**src/rtl/fetch_pkg.sv**
```systemverilog
// Shared types and constants for the fetch stage and its neighbours.
// Holds address/instruction widths, the halt encoding, the instruction
// field positions used by the decoder, the fetch FSM states and the
// next-PC source selector.
package fetch_pkg;

  localparam int PC_W   = 8;
  localparam int INST_W = 9;

  typedef logic [PC_W-1:0]   pc_t;
  typedef logic [INST_W-1:0] inst_t;

  // Instruction field layout: [8] type, [7:4] opcode, [3:0] register
  localparam int TYPE_BIT = 8;
  localparam int OPC_MSB  = 7;
  localparam int OPC_LSB  = 4;
  localparam int REG_MSB  = 3;
  localparam int REG_LSB  = 0;

  localparam inst_t HALT_INST = 9'b1_1111_0000;

  typedef enum logic [1:0] {
    IDLE   = 2'd0,
    RUN    = 2'd1,
    HALTED = 2'd2
  } fetch_state_e;

  typedef enum logic [1:0] {
    PC_HOLD = 2'd0,
    PC_INC  = 2'd1,
    PC_ABS  = 2'd2,
    PC_REL  = 2'd3
  } pc_sel_e;

endpackage

```
**src/rtl/fetch_unit_if.sv**
```systemverilog
// Bus between the fetch stage, the instruction ROM and decode.
// slave  : seen by fetch_unit (control and ROM data in, address and
//          fetch/decode pipeline register out).
// master : seen by the environment driving fetch (decode + ROM).
interface fetch_unit_if;
  import fetch_pkg::*;

  logic  Start;
  pc_t   StartAddr;
  logic  Stall;
  logic  BranchAbs;
  logic  BranchRel;
  pc_t   Target;
  inst_t InstIn;
  pc_t   InstAddress;
  inst_t InstOut;
  pc_t   InstPC;
  logic  InstValid;
  logic  Done;

  modport slave (
    input  Start, StartAddr, Stall, BranchAbs, BranchRel, Target, InstIn,
    output InstAddress, InstOut, InstPC, InstValid, Done
  );

  modport master (
    output Start, StartAddr, Stall, BranchAbs, BranchRel, Target, InstIn,
    input  InstAddress, InstOut, InstPC, InstValid, Done
  );
endinterface

```
**src/rtl/fetch_unit_next_pc.sv**
```systemverilog
// Combinational next-PC selector for the fetch stage.
// Ports: pc (current PC), inst_pc (address of the instruction in the
// pipeline register), target (absolute address or signed offset),
// sel (source choice), pc_next (selected next PC).
module next_pc
  import fetch_pkg::*;
(
  input  pc_t     pc,
  input  pc_t     inst_pc,
  input  pc_t     target,
  input  pc_sel_e sel,
  output pc_t     pc_next
);

  always_comb begin
    pc_next = pc;
    case (sel)
      PC_HOLD: pc_next = pc;
      PC_INC:  pc_next = pc + pc_t'(1);
      PC_ABS:  pc_next = target;
      // Same-width add: two's-complement offset, carry dropped, so the
      // sign extension is implicit.
      PC_REL:  pc_next = inst_pc + target;
      default: pc_next = pc;
    endcase
  end

endmodule

```
**src/rtl/fetch_unit.sv**
```systemverilog
// Program-counter stage feeding the 256x9 instruction ROM.
// Ports: CLK, Reset (synchronous, active-high), bus (fetch_unit_if.slave):
//   Start/StartAddr begin fetch from IDLE or HALTED, Stall freezes the
//   stage, BranchAbs/BranchRel/Target redirect the PC with one squashed
//   slot, InstIn is ROM data for InstAddress, InstOut/InstPC/InstValid
//   form the fetch/decode register, Done is high while HALTED.
module fetch_unit
  import fetch_pkg::*;
(
  input  logic         CLK,
  input  logic         Reset,
  fetch_unit_if.slave  bus
);

  fetch_state_e state_q, state_d;
  pc_t          pc_q, pc_d;
  inst_t        inst_q, inst_d;
  pc_t          inst_pc_q, inst_pc_d;
  logic         valid_q, valid_d;
  logic         done_q, done_d;

  pc_sel_e      pc_sel;
  logic         pc_load;
  pc_t          pc_next;
  logic         branch_valid;

  // A branch only counts when decode is acting on a live instruction.
  assign branch_valid = (bus.BranchAbs | bus.BranchRel) & valid_q;

  next_pc u_next_pc (
    .pc      (pc_q),
    .inst_pc (inst_pc_q),
    .target  (bus.Target),
    .sel     (pc_sel),
    .pc_next (pc_next)
  );

  always_comb begin
    state_d   = state_q;
    inst_d    = inst_q;
    inst_pc_d = inst_pc_q;
    valid_d   = valid_q;
    done_d    = done_q;
    pc_sel    = PC_HOLD;
    pc_load   = 1'b0;

    case (state_q)
      IDLE: begin
        valid_d = 1'b0;
        if (bus.Start) begin
          pc_load = 1'b1;
          state_d = RUN;
        end
      end

      RUN: begin
        if (!bus.Stall) begin
          if (branch_valid) begin
            valid_d = 1'b0;
            pc_sel  = bus.BranchAbs ? PC_ABS : PC_REL;
          end else begin
            inst_d    = bus.InstIn;
            inst_pc_d = pc_q;
            valid_d   = 1'b1;
            if (bus.InstIn == HALT_INST) begin
              state_d = HALTED;
              done_d  = 1'b1;
            end else begin
              pc_sel = PC_INC;
            end
          end
        end
      end

      HALTED: begin
        // Start beats Stall here; otherwise the halt is delivered once.
        if (bus.Start) begin
          pc_load = 1'b1;
          done_d  = 1'b0;
          valid_d = 1'b0;
          state_d = RUN;
        end else if (!bus.Stall) begin
          valid_d = 1'b0;
        end
      end

      default: state_d = IDLE;
    endcase

    pc_d = pc_load ? bus.StartAddr : pc_next;
  end

  always_ff @(posedge CLK) begin
    if (Reset) begin
      state_q   <= IDLE;
      pc_q      <= '0;
      inst_q    <= '0;
      inst_pc_q <= '0;
      valid_q   <= 1'b0;
      done_q    <= 1'b0;
    end else begin
      state_q   <= state_d;
      pc_q      <= pc_d;
      inst_q    <= inst_d;
      inst_pc_q <= inst_pc_d;
      valid_q   <= valid_d;
      done_q    <= done_d;
    end
  end

  assign bus.InstAddress = pc_q;
  assign bus.InstOut     = inst_q;
  assign bus.InstPC      = inst_pc_q;
  assign bus.InstValid   = valid_q;
  assign bus.Done        = done_q;

endmodule

```
**src/flat_wrapper.sv**
```systemverilog
// flat-port wrapper written by rule: the top's interface ports become plain ports
module fetch_unit_flat import fetch_pkg::*;
  (CLK, Reset, bus_Start, bus_StartAddr, bus_Stall, bus_BranchAbs, bus_BranchRel, bus_Target, bus_InstIn, bus_InstAddress, bus_InstOut, bus_InstPC, bus_InstValid, bus_Done);
  fetch_unit_if bus_i ();
  input  logic CLK;
  input  logic Reset;
  input wire logic [$bits(bus_i.Start)-1:0] bus_Start;
  input wire logic [$bits(bus_i.StartAddr)-1:0] bus_StartAddr;
  input wire logic [$bits(bus_i.Stall)-1:0] bus_Stall;
  input wire logic [$bits(bus_i.BranchAbs)-1:0] bus_BranchAbs;
  input wire logic [$bits(bus_i.BranchRel)-1:0] bus_BranchRel;
  input wire logic [$bits(bus_i.Target)-1:0] bus_Target;
  input wire logic [$bits(bus_i.InstIn)-1:0] bus_InstIn;
  output wire logic [$bits(bus_i.InstAddress)-1:0] bus_InstAddress;
  output wire logic [$bits(bus_i.InstOut)-1:0] bus_InstOut;
  output wire logic [$bits(bus_i.InstPC)-1:0] bus_InstPC;
  output wire logic [$bits(bus_i.InstValid)-1:0] bus_InstValid;
  output wire logic [$bits(bus_i.Done)-1:0] bus_Done;
  assign bus_i.Start = bus_Start;
  assign bus_i.StartAddr = bus_StartAddr;
  assign bus_i.Stall = bus_Stall;
  assign bus_i.BranchAbs = bus_BranchAbs;
  assign bus_i.BranchRel = bus_BranchRel;
  assign bus_i.Target = bus_Target;
  assign bus_i.InstIn = bus_InstIn;
  assign bus_InstAddress = bus_i.InstAddress;
  assign bus_InstOut = bus_i.InstOut;
  assign bus_InstPC = bus_i.InstPC;
  assign bus_InstValid = bus_i.InstValid;
  assign bus_Done = bus_i.Done;
  fetch_unit u_core (.CLK(CLK), .Reset(Reset), .bus(bus_i));
endmodule
```
**config.mk**
```make
export PLATFORM = sky130hd
export DESIGN_NAME = fetch_unit_flat
export DESIGN_NICKNAME = d
export VERILOG_FILES = /design/src/rtl/fetch_pkg.sv /design/src/rtl/fetch_unit_if.sv /design/src/rtl/fetch_unit_next_pc.sv /design/src/rtl/fetch_unit.sv /design/src/flat_wrapper.sv
export SDC_FILE = /design/constraint.sdc
export NUM_CORES = 1
export LEC_CHECK = 0
export ABC_AREA = 1
export CAP_MARGIN = 10
export CORE_MARGIN = 2
export CORE_UTILIZATION = 46
export DETAILED_ROUTE_END_ITERATION = 10
export PLACE_DENSITY = 0.79
export REMOVE_ABC_BUFFERS = 1
export SETUP_SLACK_MARGIN = 0.05
export SLEW_MARGIN = 20
export SYNTH_ARGS = -nofsm -noshare
export SYNTH_HDL_FRONTEND = slang
export SYNTH_HIERARCHICAL = 1
export SYNTH_SLANG_ARGS = --single-unit
```
**constraint.sdc**
```tcl
create_clock -name CLK -period 2.45 [get_ports CLK]
set_input_delay 0.49 -clock CLK [delete_from_list [all_inputs] [get_ports CLK]]
set_output_delay 0.49 -clock CLK [all_outputs]
set_load 0.05 [all_outputs]
```
==> results of run 1 <==
per-layer routing:
metal | part of all wire, % | wire [um]
met3 | 6.8 | 307
met4 | 0.89 | 40
met1 | 46 | 2080
met2 | 46 | 2070
met5 | 0 | 0
cell families after synthesis:
kind of cell | count (synthesis) | synth area share, %
compound gates | 45 | 12.6
fa+ha+maj | 9 | 6.54
simple gates | 161 | 40.0
flops | 29 | 31.6
xor+xnor | 1 | 0.477
buf+inv | 35 | 8.73
worst register-to-register path: cells and delay by family, from the launching register on:
kind	cells	cell delay (ns)
AO/OA/AOI/OAI	1	0.13
buffers and inverters	2	0.16
flip-flops	1	0.37
AND/OR/NAND/NOR	11	1.07
flip-flops by register name, summed over array words and instances (netlist names):
name                    flops
u_core/bus.Done             1
u_core/bus.InstAddress      8
u_core/bus.InstOut          9
u_core/bus.InstPC           8
u_core/bus.InstValid        1
u_core/state_q              2
placed cells by master, fill, tap and decap left out, types with 3 or more instances in the layout:
master,instances
nor2_1,59
nand2_1,58
clkdlybuf4s50_1,57
o21ai_0,30
dfxtp_1,29
inv_1,25
nand3_1,17
a21oi_1,12
ha_1,8
nand4_1,7
clkbuf_8,5
inv_2,5
nor2_2,4
buf_4,3
nand3b_1,3
nand3_2,3
where the power goes:
group | switching, uW | internal, uW | total, uW
Clock | 193 | 195 | 388
Combinational | 254 | 167 | 421
Sequential | 36.5 | 505 | 542
Total | 484 | 867 | 1350
worst paths after layout:
path	from	endpoint	depth (start not counted)
max reg2reg	u_core/bus.InstValid	u_core/bus.InstAddress[7]	14
max	u_core/bus.InstAddress[5]	bus_InstAddress[5]	1
min reg2reg	u_core/bus.Done	u_core/bus.Done	2
min	u_core/bus.Done	u_core/bus.Done	2
synth_stat cells:
master / count
xor2_1: 1
nor2_2: 3
o21ai_1: 1
fa_1: 1
and3_2: 1
nor3_1: 1
inv_6: 1
inv_1: 25
nor2_8: 1
nand2_4: 1
or2_0: 1
buf_12: 1
nor2_4: 2
dfxtp_1: 29
inv_2: 5
nand4_1: 7
a21o_1: 1
clkbuf_1: 2
nand2_2: 1
buf_6: 1
ha_1: 8
nand3_2: 3
o21ai_0: 30
nand2_1: 58
nand3b_1: 3
a21oi_2: 1
a21oi_1: 12
nor2_1: 60
nand3_1: 17
or2_2: 2
area by class of cell:
type	instances	area, um2
fill	364	1200
multi-input combinational	216	1100
tap	48	60.1
timing repair buffer	60	593
sequential	29	581
clock buffer	5	68.8
clock inverter	3	17.5
inverter	31	121
stage by stage:
step	TNS [ns]	hold WS, ns	setup WS, ns	util, %	power, uW
floorplan	0	0.471	0.382	-	813
detailed placement	-0.110	0.445	-0.0663	65.4	972
finish	0	0.458	0.342	67.8	1350
global route	0	0.479	0.141	67.8	1430
CTS	0	0.455	0.229	67.7	1360
global placement	0	0.436	0.0245	65.4	967
timing repair:
action | 4_1_cts | 5_1_grt
endpoints found under the setup margin | 0 | 4
setup buffers | 0 | 0
hold endpoints to repair | 0 | 0
gates resized for setup | 0 | 1
==> flow_summary.ini, run 1 <==
[run_status]
status = finished, final reports clean

[routing]
drc_errors = 0
wirelength_um = 4500
drt-vias-per-instance = 4.95
antenna_left = 0
dr.first_iter.drc_count = 87
vias = 1939
drt-pass1-iter-count = 4
wl_per_cell_um = 11.5

[clock_tree]
path_clk_slew_ns = 0.06
cts_buffer_depth = 2
h-tree-depth = 2
cts.sinks = 29
hold_buffers = 0
cts_buffers = 5
cts_tree = built
clk_latency_ns = 0.28
root_buffer = clkbuf_8

[floorplan]
die_h_um = 67.2
core_region_area_um2 = 3740
rows = 22
io_pins = 58
start_util_pct = 49.0
fp.dieW_um = 67.2
dieArea_um2 = 4510

[global_routing]
busiest_layer = met2
grt_usage_pct = 21.7
met1_usage_pct = 25.9
grt_max_degree = 28
antenna_found_initial = 0
grt_pass1_wl_um = 7550
use_met2_pct = 36.6
grt_pass1_vias = 1775
use_met3_pct = 7.33
grt-ovfl-total = 0

[placed_design]
gp_congestion = 0.870
dp_hpwl_um = 3420
placed_cell_area_um2 = 2450
dp.cells = 384
io_buffers = 57

[synthesis]
syn_avg_cell_area_um2 = 6.56
syn_area_um2 = 1840
synth_top_area_share_pct = 31.6
synth_top_cell_by_area = dfxtp_1
yosysWarnings = 6
ys_seq_area_share_pct = 31.6
ys_ff_latch = 29
synth_cells = 280
synth_cell_types = 30
ys_top_cells_by_area = dfxtp_1, nor2_1, nand2_1, o21ai_0, ha_1

[timing]
slew_headroom_pct = 65.6
skew_ns = 0.00275
rsz0062_at_grt = no
finalCritPeriodShare_pct = 86.0
slew_viol_final = 0
setup_viol = 0
post-route-min-period_ns = 2.11
worstMarginPinSlew_ns = 0.515
fmax_ghz = 0.474
finalHoldViolCount = 0

[final_layout]
num_antenna_cells = 0
drive_gt1_share_pct = 9.59
final_net_count = 383
instances_no_fill = 392
fin_area_um2 = 2540
syn2layout_area_growth_pct = 38.3

[worst_hold_path]
hold_path_class = register to register

[critical_path]
cp-start-kind = register
path_max_fanout = 8
cp_slowest_stage_delay_ns = 0.87
cp_slowest_cell = clkdlybuf4s50_1
worstPathRequired_ns = 1.96
crit_path_end_kind = output pin
setup.worst_path.class = register to output pin
cp.arrival_ns = 1.62
cp_cell_sequence = clkdlybuf4s50_1
cp_top_family = buffers and inverters
reg2reg_slack_ns = 0.65
critPathBufInv = 1

[power_and_ir_drop]
ir_drop_v = 0.000327
cellLeakagePower_uw = 0.00110
p_per_area_nw_per_um2 = 532

[run]
maxCapViolCount = 0
Power figures use the tool's default switching activity.
==> run 2, diff against run 1 <==
--- a/config.mk
+++ b/config.mk
@@ -10,9 +10,11 @@
 export CORE_MARGIN = 2
 export CORE_UTILIZATION = 46
 export DETAILED_ROUTE_END_ITERATION = 10
+export GPL_ROUTABILITY_DRIVEN = 0
+export HOLD_SLACK_MARGIN = 0.03
 export PLACE_DENSITY = 0.79
 export REMOVE_ABC_BUFFERS = 1
-export SETUP_SLACK_MARGIN = 0.05
+export SETUP_SLACK_MARGIN = 0.5
 export SLEW_MARGIN = 20
 export SYNTH_ARGS = -nofsm -noshare
 export SYNTH_HDL_FRONTEND = slang
==> run 2 against run 1 <==
  * Worst setup slack better by 0.19 ns
  * Clock-buffer cell count did not move
  * Via count is 3.3% higher
==> flow_summary.ini, run 2 (synthesis gave the netlist of run 1 again) <==
[global_routing]
grt_usage_pct = 21.8
antenna_found_initial = 0
grt_pass1_vias = 1794
grt_pass1_wl_um = 7610
grt-ovfl-total = 0
grt_max_degree = 28

[critical_path]
cp_slowest_stage_delay_ns = 0.81
cp-startpoint = u_core/bus.InstOut[7]
cp_slowest_cell = clkdlybuf4s50_1
cp-start-kind = register
reg2reg_from = u_core/bus.InstValid
cp_top_family = buffers and inverters
critPathBufInv = 1
setup.worst_path.class = register to output pin
worstPathRequired_ns = 1.96
crit_path_end_kind = output pin
cp_cell_sequence = clkdlybuf4s50_1
path_max_fanout = 2
cp.arrival_ns = 1.43
reg2reg_slack_ns = 0.80

[clock_tree]
cts_tree = built
root_buffer = clkbuf_8
cts.sinks = 29
cts_buffer_depth = 2
h-tree-depth = 2
clk_latency_ns = 0.28
hold_buffers = 0
path_clk_slew_ns = 0.06
cts_buffers = 5

[floorplan]
io_pins = 58
rows = 22
dieArea_um2 = 4510
die_h_um = 67.2
core_region_area_um2 = 3740
fp.dieW_um = 67.2
start_util_pct = 49.0

[final_layout]
num_antenna_cells = 0
final_cell_mix = nor2_1, nand2_1, o21ai_0, dfxtp_1, inv_1
final.fill_count = 331
drive_gt1_share_pct = 16.4
largest_reg_flops = 9
syn2layout_area_growth_pct = 47.1
final_net_count = 387
layout_commonest_cell = nor2_1
finish.utilization_pct = 72.1

[timing]
tns_ns = 0
rsz0062_at_grt = yes
slew_headroom_pct = 65.1
worstMarginPinSlew_ns = 0.522
fin_worst_hold_slack_ns = 0.457
timing.final.ws_setup_ns = 0.532
skew_ns = 0.00190
slew_viol_final = 0
fmax_ghz = 0.521
finalHoldViolCount = 0
setup_viol = 0
post-route-min-period_ns = 1.92
finalCritPeriodShare_pct = 78.3

[run_status]
status = finished, final reports clean

[routing]
dr.first_iter.drc_count = 82
vias = 2003
drc_errors = 0
wirelength_um = 4710
antenna_left = 0
drt-pass1-iter-count = 6
drt-vias-per-instance = 5.06
wl_per_cell_um = 11.9

[placed_design]
io_buffers = 57
dp_hpwl_um = 3420
dp_slack_ns = -0.0663

[power_and_ir_drop]
p_per_area_nw_per_um2 = 505
ir_drop_v = 0.000317
cellLeakagePower_uw = 0.00141

[run]
maxCapViolCount = 0

[worst_hold_path]
hold_path_class = register to register
min-delay-start = u_core/bus.Done
[run 2: cell types whose count changed in the layout (fill, tap and decap cells not counted), moves of 3 or more]
cell             delta
buf_4               +3
clkdlybuf4s50_1    -34
dlygate4sd2_1      +16
dlymetal6s2s_1     +18
ha_1                -4
ha_4                +3
nand2_1             -8
nand2_2             +8
nor2_1              -3
[run 2: metal layers]
metal	global-route usage, %	vias up	wire length, um
met5	0	-	0
met4	7.40	0	51
met3	6.83	8	311
met2	37.5	61	2240
met1	25.7	894	2110
li1	-	1040	-
[run 2: worst paths after layout]
| kind | end | depth (start not counted) |
|---|---|---|
| worst min register to register | u_core/bus.Done | 2 |
| worst max-delay path | bus_InstOut[7] | 1 |
| worst max register to register | u_core/bus.InstAddress[2] | 13 |
| worst min-delay path | u_core/bus.Done | 2 |
[run 2: per-stage QoR]
step                power [uW]  area, um2  cells
floorplan                  813       1800    276
global placement           967       2450    384
detailed placement         972       2450    384
CTS                       1350       2540    392
global route              1440       2700    396
finish                    1360       2700    396
[run 2: report_power, final]
| group | switching [uW] | internal [uW] |
|---|---|---|
| combinational | 266 | 166 |
| sequential | 36.9 | 505 |
| clock | 194 | 195 |
| total | 497 | 867 |
[run 2: repair_timing]
item | 4_1_cts | 5_1_grt
endpoints found under the hold margin | 0 | 0
setup buffers | 0 | 4
gates resized for setup | 23 | 37
setup endpoints to repair | 24 | 16
pin swaps | 3 | 24
[run 2: worst register-to-register path, cell delays in order (launching register included)]
cell and delay [ns]:
dfxtp_1 0.37, nand2_1 0.09, nand2_2 0.09, nor2_2 0.05, nand2_2 0.05, nand2_2 0.06, nor2_4 0.20, inv_4 0.08
nor2_8 0.14, buf_6 0.12, nand3_1 0.07, nand4_1 0.11, nor2_1 0.05, nor2_1 0.10
[run 2: area by class of cell]
class                      instances  area, um2  share of cell area (%)
tap                               48       60.1                    2.22
inverter                          31        124                    4.59
multi-input combinational        216       1200                    44.3
sequential                        29        581                    21.5
clock inverter                     3       17.5                   0.649
clock buffer                       5       68.8                    2.55
timing repair buffer              64        652                    24.1
==> run 3, diff against run 2 <==
--- a/config.mk
+++ b/config.mk
@@ -8,11 +8,11 @@
 export ABC_AREA = 1
 export CAP_MARGIN = 10
 export CORE_MARGIN = 2
-export CORE_UTILIZATION = 46
+export CORE_UTILIZATION = 42
 export DETAILED_ROUTE_END_ITERATION = 10
 export GPL_ROUTABILITY_DRIVEN = 0
 export HOLD_SLACK_MARGIN = 0.03
-export PLACE_DENSITY = 0.79
+export PLACE_DENSITY = 0.76
 export REMOVE_ABC_BUFFERS = 1
 export SETUP_SLACK_MARGIN = 0.5
 export SLEW_MARGIN = 20
==> constraint.sdc (replaced) <==
create_clock -name CLK -period 1.6 [get_ports CLK]
set_input_delay 0.32 -clock CLK [delete_from_list [all_inputs] [get_ports CLK]]
set_output_delay 0.32 -clock CLK [all_outputs]
set_load 0.05 [all_outputs]
==> run 3 against run 2 <==
  * The run now ends with setup timing left
  * Worst hold slack got worse by 0.15 ns
  * Highest routed layer unchanged
  * Die area rose by 8.9%
  * Clock skew rose by 0.0057 ns
  * Sequential power rose by 56%
==> flow_summary.ini, run 3 (synthesis gave the netlist of run 1 again) <==
[run]
maxCapViolCount = 0

[critical_path]
setup.worst_path.class = register to register
crit_path_end_kind = register
cp-start-kind = register
cp.arrival_ns = 1.88
worstPathRequired_ns = 1.77
path_max_fanout = 4
reg2reg_from = u_core/bus.InstPC[0]
cp-startpoint = u_core/bus.InstPC[0]

[clock_tree]
clk_latency_ns = 0.29
cts.sinks = 29
root_buffer = clkbuf_8
path_clk_slew_ns = 0.07
hold_buffers = 0
cts_tree = built
h-tree-depth = 2
cts_buffers = 5
cts_buffer_depth = 2

[timing]
finalHoldViolCount = 0
skew_ns = 0.00755
fin_worst_hold_slack_ns = 0.312
fmax_ghz = 0.584
worstMarginPinSlew_ns = 0.341
rsz0062_at_grt = yes
slew_headroom_pct = 77.3
post-route-min-period_ns = 1.71
setup_viol = 5
finalCritPeriodShare_pct = 107
slew_viol_final = 0
tns_ns = -0.263
timing.final.ws_setup_ns = -0.113

[floorplan]
fp.dieW_um = 70.1
io_pins = 58
start_util_pct = 42.7
rows = 24
dieArea_um2 = 4910
core_region_area_um2 = 4290
die_h_um = 70.1

[placed_design]
io_buffers = 57
dp_slack_ns = -0.568
dp_hpwl_um = 3730

[power_and_ir_drop]
cellLeakagePower_uw = 0.00162
p_per_area_nw_per_um2 = 743
ir_drop_v = 0.000693

[routing]
drt-vias-per-instance = 5.62
drt-pass1-iter-count = 5
dr.first_iter.drc_count = 206
wl_per_cell_um = 17.9
vias = 2528
wirelength_um = 8040
drc_errors = 0
antenna_left = 0

[run_status]
status = complete, but fails checks
violations = setup timing

[final_layout]
final.fill_count = 222
num_antenna_cells = 0
final_net_count = 437
syn2layout_area_growth_pct = 99.9
regArea_um2 = 639
layout_commonest_cell = nand2_1
drive_gt1_share_pct = 50.0
multi_input_area_um2 = 1460
largest_reg_flops = 9
finish.utilization_pct = 85.5
final_cell_mix = nand2_1, nor2_1, buf_4, inv_1, buf_12

[global_routing]
grt_pass1_vias = 2458
antenna_found_initial = 0
grt-ovfl-total = 0
grt_usage_pct = 29.7
grt_max_degree = 15
grt_pass1_wl_um = 11500

[worst_hold_path]
hold_path_class = input pin to register
min-delay-start = bus_InstIn[0]
## run 3: cell count changes in the layout (fill, tap and decap cells not counted), moves of 13 or more
cell             delta
buf_4              +32
buf_12             +18
dfxtp_2            +17
o21ai_0            -18
nor2_1             -15
dlymetal6s2s_1     -17
dfxtp_1            -27
clkdlybuf4s50_1    -13
buf_8              +13
## run 3: cell type report
type / count / area share [%]
clock buffer: 7 / 2.35
inverter: 31 / 3.68
clock inverter: 1 / 0.818
timing repair buffer: 108 / 33.2
tap: 52 / 1.77
multi-input combinational: 219 / 39.7
sequential: 29 / 17.4
timing repair inverter: 3 / 1.09
## run 3: stage by stage
step                instance area, um2  power [uW]  std cells
finish                            3670        2730        450
floorplan                         1800        1240        276
global placement                  2790        1620        415
detailed placement                2790        1630        415
global route                      3670        2820        450
CTS                               3360        2590        441
## run 3: routing by layer
layer | vias to the layer above | GRT usage [%] | share of wire [%]
met4 | 0 | 15.2 | 4.9
met1 | 1173 | 31.5 | 37
met3 | 45 | 8.66 | 6.3
met2 | 159 | 52.9 | 51
li1 | 1151 | - | -
met5 | - | 0 | 0
## run 3: final timing paths
| path | endpoint | slack [ns] | depth (start not counted) |
|---|---|---|---|
| max reg2reg | u_core/bus.InstAddress[4] | -0.11 | 8 |
| max | u_core/bus.InstAddress[4] | -0.11 | 8 |
| min | u_core/bus.InstOut[0] | 0.31 | 3 |
| min reg2reg | u_core/bus.InstOut[1] | 0.50 | 2 |
## run 3: power breakdown
part	internal [uW]	total [uW]	switching (uW)	leakage (uW)
combinational	496	1070	574	0.00131
clock	507	809	301	0.0000585
sequential	777	848	70.9	0.000252
## run 3: repair_timing
action                                  CTS  global route
endpoints found under the setup margin   56            56
pin swaps                                47            32
cloned                                    5             1
buffers inserted                         13             8
hold endpoints to repair                  0             0
gates resized for setup                 128            73
## run 3: critical path, stage by stage (launching register included)
cell,delay [ns]
dfxtp_2,0.34
ha_4,0.16
fa_2,0.40
a21oi_2,0.18
nand2_1,0.08
nand3_1,0.07
nand4_1,0.12
nor2_1,0.17
nor2_1,0.06
==> RTL change: new RTL, settings of run 2 <==
The package constant `INST_W` goes from 9 to 13.
--- a/src/rtl/fetch_pkg.sv
+++ b/src/rtl/fetch_pkg.sv
@@ -5,7 +5,7 @@
 package fetch_pkg;
 
   localparam int PC_W   = 8;
-  localparam int INST_W = 9;
+  localparam int INST_W = 13;
 
   typedef logic [PC_W-1:0]   pc_t;
   typedef logic [INST_W-1:0] inst_t;
Ports: changed (resized bus_InstIn and bus_InstOut); port bits go from 58 to 66. No check against the original RTL was run, so the function may have changed too.
==> RTL change against run 2 <==
- combinational power up 13%
- worst setup slack better by 22 ps
- sequential power is 13% higher
- cell area grew 13%
- wire length grew 25%
- power increased by 11%
- utilization down 1.3 points
- synthesized area rose by 11%
- sequential cell count is 4 higher
- first-iteration DRC count increased by 100%
- clock skew grew 2.4 ps
==> RTL change: results (changes against run 2) <==
| Metric | Value |
|---|---|
| Static Leak | 1.62 nW (was 1.41 nW) |
| GR Util met1 | 0.302 (was 0.257) |
| Area after DPL | 2740 um2 (was 2450 um2) |
| Seq/Total Area, Yosys | 0.325 (was 0.316) |
| Worst setup path startpoint | u_core/bus.InstOut[1]$_SDFFE_PP0P_ (was u_core/bus.InstOut[7]$_SDFFE_PP0P_) |
| Largest register FFs | 13 (was 9) |
| Status | completed (unchanged) |
| Most frequent cells after synthesis | 69 x nor2_1, 58 x nand2_1, 34 x o21ai_0 (was 60 x nor2_1, 58 x nand2_1, 30 x o21ai_0) |
| Reg2Reg Launch Point | u_core/state_q[0]$_SDFFE_PP0P_ (was u_core/bus.InstValid$_SDFFE_PP0P_) |
| # fillers | 361 (was 331) |
| Buffers outside the clock class | 80 (was 64) |
| Distinct cell type count after synthesis | 32 (was 30) |
| Vias | 2290 (was 2003) |
| Fraction of layout cells with a size suffix above 1 | 0.157 (was 0.164) |
| Largest net degree at the start of global routing | 26 (was 28) |
| Max VDD drop | 0.368 mV (was 0.317 mV) |
| Synthesized-area fraction occupied by adder cells | 0.0590 (was 0.0654) |
| Clock Buffer Count | 7 (was 5) |
| Die area | 4970 um2 (was 4510 um2) |
| Grt met2 use | 0.392 (was 0.375) |
| RR Endpoint | u_core/bus.InstAddress[0]$_SDFF_PP0_ (was u_core/bus.InstAddress[2]$_SDFF_PP0_) |
| Mapped Avg Cell Area | 6.61 um2 (was 6.56 um2) |
| Layout Skew | 4.34 ps (was 1.90 ps) |
| Non-filler cells, final | 441 (was 396) |
| FF-to-FF path depth | 11 (was 13) |
| TritonRoute pass-1 iters | 5 (was 6) |
| Xor/xnor share of the synthesized area | 0.00430 (was 0.00477) |
| Multi-input combinational area share | 0.426 (was 0.443) |
| Dpl cells | 424 (was 384) |
-- RTL change: changes by cell type in the layout (fill, tap and decap cells not counted), sizes merged, moves of 4 or more --
cell	delta
buf	+8
a21oi	+4
dlymetal6s2s	+4
dlygate4sd2	+6
o21ai	+5
dfxtp	+4
nor2	+8
-- RTL change: how the worst max path moves through the flow --
| stage | to | slack, ps |
|---|---|---|
| 2_1_floorplan | u_core/bus.InstAddress[5]$_SDFF_PP0_ | 370 |
| 3_3_place_gp | u_core/bus.InstAddress[7]$_SDFF_PP0_ | -3 |
| 3_5_place_dp | u_core/bus.InstAddress[5]$_SDFF_PP0_ | -60 |
| 4_1_cts | u_core/bus.InstAddress[5]$_SDFF_PP0_ | 460 |
| 5_1_grt | u_core/bus.InstAddress[6]$_SDFF_PP0_ | 440 |
| 6_report | bus_InstOut[1] | 550 |
-- RTL change: per-layer routing --
| metal | vias up | part of all wire |
|---|---|---|
| li1 | 1158 | - |
| met1 | 1009 | 0.40 |
| met2 | 112 | 0.49 |
| met3 | 11 | 0.091 |
| met4 | 0 | 0.016 |
| met5 | - | 0 |
-- RTL change: power by group through the flow --
stage / combinational [W] / sequential [W] / clock, W
after floorplan: 0.000162 / 0.000741 / 0
after global placement: 0.000460 / 0.000624 / 0
after detailed placement: 0.000462 / 0.000625 / 0
after CTS: 0.000464 / 0.000612 / 0.000425
after global routing: 0.000526 / 0.000620 / 0.000448
final: 0.000487 / 0.000614 / 0.000410
-- RTL change: what timing repair did --
action	in CTS	in global routing
gates cloned	0	0
resized for setup	35	42
setup buffers	7	3
pin swaps	6	14
endpoints found under the setup margin	22	19
-- RTL change: stage by stage --
step	util	hold slack, ps	TNS [ps]
floorplan	-	490	0
global placement	0.638	453	-2.56
detailed placement	0.638	452	-128
CTS	0.670	465	0
global route	0.709	483	0
finish	0.709	459	0
